## src/rtl/shift_mix_seq.sv

```systemverilog
// AES round stage after subbytes: ShiftRows, then iterative MixColumns over
// COLS_PER_CYCLE columns per clock. The final round skips MixColumns.
module shift_mix_seq #(
    parameter int COLS_PER_CYCLE = 1
) (
    input  logic         clk,
    input  logic         rst_n,
    input  logic         in_valid,
    output logic         in_ready,
    input  logic [127:0] state_in,
    input  logic         last_round,
    output logic         out_valid,
    input  logic         out_ready,
    output logic [127:0] state_out,
    output logic         busy
);

    generate
        if (COLS_PER_CYCLE != 1 && COLS_PER_CYCLE != 2 && COLS_PER_CYCLE != 4) begin : g_bad_cpc
            $error("shift_mix_seq: COLS_PER_CYCLE must be 1, 2 or 4");
        end
    endgenerate

    typedef enum logic [1:0] {
        IDLE = 2'd0,
        MIX  = 2'd1,
        DONE = 2'd2
    } fsm_t;

    fsm_t         fsm;
    logic [127:0] work;
    logic [1:0]   col_idx;
    logic         lastf;
    logic [127:0] mix_next;
    logic [2:0]   col_end;

    function automatic logic [7:0] xtime(input logic [7:0] x);
        return {x[6:0], 1'b0} ^ (x[7] ? 8'h1b : 8'h00);
    endfunction

    function automatic logic [7:0] mul3(input logic [7:0] x);
        return xtime(x) ^ x;
    endfunction

    function automatic logic [31:0] mix_column(input logic [31:0] col);
        logic [7:0] a0, a1, a2, a3;
        logic [7:0] b0, b1, b2, b3;
        a0 = col[31:24];
        a1 = col[23:16];
        a2 = col[15:8];
        a3 = col[7:0];
        b0 = xtime(a0) ^ mul3(a1) ^ a2 ^ a3;
        b1 = a0 ^ xtime(a1) ^ mul3(a2) ^ a3;
        b2 = a0 ^ a1 ^ xtime(a2) ^ mul3(a3);
        b3 = mul3(a0) ^ a1 ^ a2 ^ xtime(a3);
        return {b0, b1, b2, b3};
    endfunction

    // Row-major packing: byte s[r][c] lives at bits [127-8*(4r+c) -: 8].
    function automatic logic [127:0] shift_rows(input logic [127:0] s);
        logic [127:0] r;
        r = '0;
        for (int row = 0; row < 4; row++) begin
            for (int c = 0; c < 4; c++) begin
                r[127-8*(4*row+c) -: 8] = s[127-8*(4*row+((c+row)%4)) -: 8];
            end
        end
        return r;
    endfunction

    function automatic logic [31:0] get_col(input logic [127:0] s, input int c);
        return {s[127-8*c -: 8], s[127-8*(4+c) -: 8],
                s[127-8*(8+c) -: 8], s[127-8*(12+c) -: 8]};
    endfunction

    function automatic logic [127:0] put_col(input logic [127:0] s, input int c,
                                             input logic [31:0] col);
        logic [127:0] r;
        r = s;
        r[127-8*c -: 8]      = col[31:24];
        r[127-8*(4+c) -: 8]  = col[23:16];
        r[127-8*(8+c) -: 8]  = col[15:8];
        r[127-8*(12+c) -: 8] = col[7:0];
        return r;
    endfunction

    assign col_end = {1'b0, col_idx} + 3'(COLS_PER_CYCLE);

    always_comb begin
        mix_next = work;
        for (int c = 0; c < 4; c++) begin
            if (c >= int'(col_idx) && c < int'(col_idx) + COLS_PER_CYCLE) begin
                mix_next = put_col(mix_next, c, mix_column(get_col(work, c)));
            end
        end
    end

    assign state_out = work;

    always_ff @(posedge clk or negedge rst_n) begin
        if (!rst_n) begin
            fsm       <= IDLE;
            work      <= '0;
            col_idx   <= '0;
            lastf     <= 1'b0;
            in_ready  <= 1'b1;
            out_valid <= 1'b0;
            busy      <= 1'b0;
        end else begin
            case (fsm)
                IDLE: begin
                    if (in_valid) begin
                        work     <= shift_rows(state_in);
                        lastf    <= last_round;
                        col_idx  <= '0;
                        in_ready <= 1'b0;
                        busy     <= 1'b1;
                        if (last_round) begin
                            fsm       <= DONE;
                            out_valid <= 1'b1;
                        end else begin
                            fsm <= MIX;
                        end
                    end
                end
                MIX: begin
                    work    <= mix_next;
                    col_idx <= col_end[1:0];
                    // A final-round state never reaches MIX; lastf just forces an exit.
                    if (col_end == 3'd4 || lastf) begin
                        fsm       <= DONE;
                        out_valid <= 1'b1;
                        col_idx   <= '0;
                    end
                end
                DONE: begin
                    if (out_ready) begin
                        fsm       <= IDLE;
                        out_valid <= 1'b0;
                        in_ready  <= 1'b1;
                        busy      <= 1'b0;
                    end
                end
                default: begin
                    fsm       <= IDLE;
                    out_valid <= 1'b0;
                    in_ready  <= 1'b1;
                    busy      <= 1'b0;
                end
            endcase
        end
    end

endmodule

```

## config.mk

```make
export PLATFORM = sky130hd
export DESIGN_NAME = shift_mix_seq
export DESIGN_NICKNAME = d
export VERILOG_FILES = /design/src/rtl/shift_mix_seq.sv
export SDC_FILE = /design/constraint.sdc
export NUM_CORES = 1
export LEC_CHECK = 0
export BUFFER_PORTS_ARGS = -buffer_cell sky130_fd_sc_hd__buf_4
export CORE_MARGIN = 1
export CORE_UTILIZATION = 51
export DETAILED_ROUTE_END_ITERATION = 8
export HOLD_SLACK_MARGIN = 0.08
export MAX_ROUTING_LAYER = met4
export PLACE_DENSITY = 0.82
export SYNTH_ARGS = -nofsm -noshare
export SYNTH_HDL_FRONTEND = slang
export SYNTH_SLANG_ARGS = --single-unit
```

## constraint.sdc

```tcl
create_clock -name clk -period 2.06 [get_ports clk]
set_clock_uncertainty 0.2 [all_clocks]
set_input_delay 0.412 -clock clk [delete_from_list [all_inputs] [get_ports clk]]
set_output_delay 0.412 -clock clk [all_outputs]
set_load 0.1 [all_outputs]
```

==> metrics <==
fin crit share=0.963; DR vias=8526; post-synthesis cell type count=33; normalized max-slew margin=0.621; area occupied by multi-input gates=a little under 8000 um2; Max Cap Violations=0; final slew viol count=0; largest net degree at the start of global routing=64; post-CTS setup buffer count=0; register area=about 3700 um2; Final Hold Viols=0; slew at the pin closest to its max-slew limit=between 500 and 600 ps; most frequent cell after synthesis=dfrtp_1; root buffer cell=clkbuf_16; Synthesis Warnings=0; Mapped Nets=roughly 960; status=finished with violations; setup ws final=approximately 76 ps; DP HPWL=~22 mm; startpoint types=flop; Layout Cells excl Fill=approximately 1400; Crit Path Max Fanout=5; top cells by area, synth=dfrtp_1 29%, xnor3_1 26%, a221o_1 11%; GRT overflow=0; worst min-delay path category=in -> reg; Ant. Diodes=0; most frequent cells after synthesis=135 x dfrtp_1, 134 x xnor3_1, 129 x nor4b_1; CP endpoint kind=flop; Die W=153 um; most common flop cell mapped by yosys=dfrtp_1; failing checks=design-rule violations; drt total wl=31.7 mm; number of synthesized flops with an enable pin=0; Die Y=roughly 150 um; endpoints failing setup=0; Fmax=between 500 and 600 MHz; required time worst endpoint=approximately 2200 ps; clk_lat worst skew=around 430 ps; Final min period=around 2000 ps; Starting Density=0.525; CP max stage cell=dfrtp_2; RSZ-0062 raised after global routing=no; vias in the first global route=~8600; placer congestion estimate=0.879; Placed Cells=around 1300; TritonCTS clock tree=built; Synth area leader=dfrtp_1; Detailed Routing Iterations Pass 1=9; Seq cells post-synth=between 100 and 150; Area Overhead vs Synth=30.9%; cell row count=54; Mapped Cells=825; DR WL/cell=23.5 um; Synth top area share=0.292; sequential element share of the synthesized area=0.294; CP Class=reg -> reg; share of layout cells above drive strength 1=0.476; fin util=0.687; TritonCTS Buffers=17; number of port buffers=around 260; Worst Path Arrival=2090 ps; hold_ws=between 100 and 150 ps; vias per cell=~6.3; Mapped Area=about 12000 um2; pre-CTS setup slack=approximately 87 ps; maximum root-to-sink buffer count=2; gr usage total=0.284; max incr delay on CP=480 ps; global-route wire length before repair=roughly 50 mm; core area=roughly 22000 um2; CP cell instances=xnor2_2 -> xnor3_1 -> a221o_1; initial DRC count=661; H-tree depth=4; Post-DRT Antenna Nets=0; Worst-path clk slew=70 ps; # IOs=around 260; Die ar.=23300 um2; initial antenna violation count=0; Final #Nets=approximately 1200; DR DRC count=15; Synth async-reset ratio=1.00; clk sinks=approximately 140; syn_area_per_cell=14.0 um2; number of fill cells in the layout=between 1500 and 2000
[logic make-up after synthesis]
logic type	Yosys count	share of synthesized area
compound gates	139	0.117
mux	5	0.00444
simple gates	145	0.106
flops	136	0.294
fa+ha+maj	5	0.00541
xor+xnor	289	0.435
buf+inv	106	0.0375
[worst max-delay path, delay by kind of cell (launching register included)]
family         cells  cell delay [ps]
AO/OA/AOI/OAI      1              330
XOR/XNOR           2              860
flip-flops         1              480
[per-stage QoR]
stage | TNS [ps] | area, um2
2_1_floorplan | -111 | 12000
3_3_place_gp | 0 | 14500
3_5_place_dp | 0 | 14500
4_1_cts | 0 | 15100
5_1_grt | 0 | 15100
6_report | 0 | 15100
[layer usage]
metal / GRT usage / vias up / part of all wire
li1: - / 3729 / -
met1: 0.379 / 4332 / 0.41
met2: 0.448 / 401 / 0.49
met3: 0.0427 / 64 / 0.069
met4: 0.0928 / 0 / 0.027
met5: - / - / 0
[registers in the layout (all words and copies together), names as in the netlist]
signal     cells
busy           1
col_idx        2
fsm            2
in_ready       1
lastf          1
out_valid      1
state_out    128
[what timing repair did]
item,in CTS,in global routing
resized for setup,0,3
setup endpoints to repair,0,5
hold buffers,2,0
endpoints found under the hold margin,122,0
[layout make-up]
| type | count | area share |
|---|---|---|
| clock buffer | 22 | 0.0327 |
| clock inverter | 10 | 0.00934 |
| inverter | 5 | 0.00141 |
| multi-input combinational | 583 | 0.522 |
| sequential | 136 | 0.241 |
| tap | 280 | 0.0232 |
| timing repair buffer | 316 | 0.170 |
[layout by cell type, fill, tap and decap left out, types with 2 or more instances in the layout]
| master | n |
|---|---|
| xor2_1 | 47 |
| inv_1 | 4 |
| a21o_1 | 2 |
| xnor2_2 | 17 |
| nor4b_1 | 129 |
| bufinv_16 | 3 |
| dlygate4sd3_1 | 2 |
| a221o_1 | 128 |
| dfrtp_4 | 33 |
| dfrtp_1 | 4 |
| buf_12 | 15 |
| nor2_1 | 3 |
| clkbuf_8 | 5 |
| xor3_1 | 37 |
| ha_1 | 5 |
| dfrtp_2 | 98 |
| a21oi_1 | 2 |
| xnor2_1 | 47 |
| clkbuf_16 | 17 |
| buf_4 | 298 |
| or2_1 | 3 |
| xnor2_4 | 7 |
| clkinvlp_4 | 5 |
| nor3b_2 | 4 |
| nor3_1 | 2 |
| o21ai_0 | 2 |
| xnor3_1 | 134 |
| mux2i_1 | 4 |
[worst paths after layout]
path,slack [ps],endpoint,cells past startpoint,startpoint
worst min register to register,300,out_valid$_DFFE_PN0P_,1,out_valid$_DFFE_PN0P_
worst max-delay path,80,state_out[68]$_DFFE_PN0P_,3,state_out[71]$_DFFE_PN0P_
worst max register to register,80,state_out[68]$_DFFE_PN0P_,3,state_out[71]$_DFFE_PN0P_
max in group asynchronous,760,in_ready$_DFFE_PN1P_,3,rst_n
min in group asynchronous,260,state_out[26]$_DFFE_PN0P_,2,rst_n
worst min-delay path,130,fsm[1]$_DFFE_PN0P_,3,out_ready
Power is not shown: default switching activity piles up to over one toggle a cycle in this logic, so the estimate is an artifact.
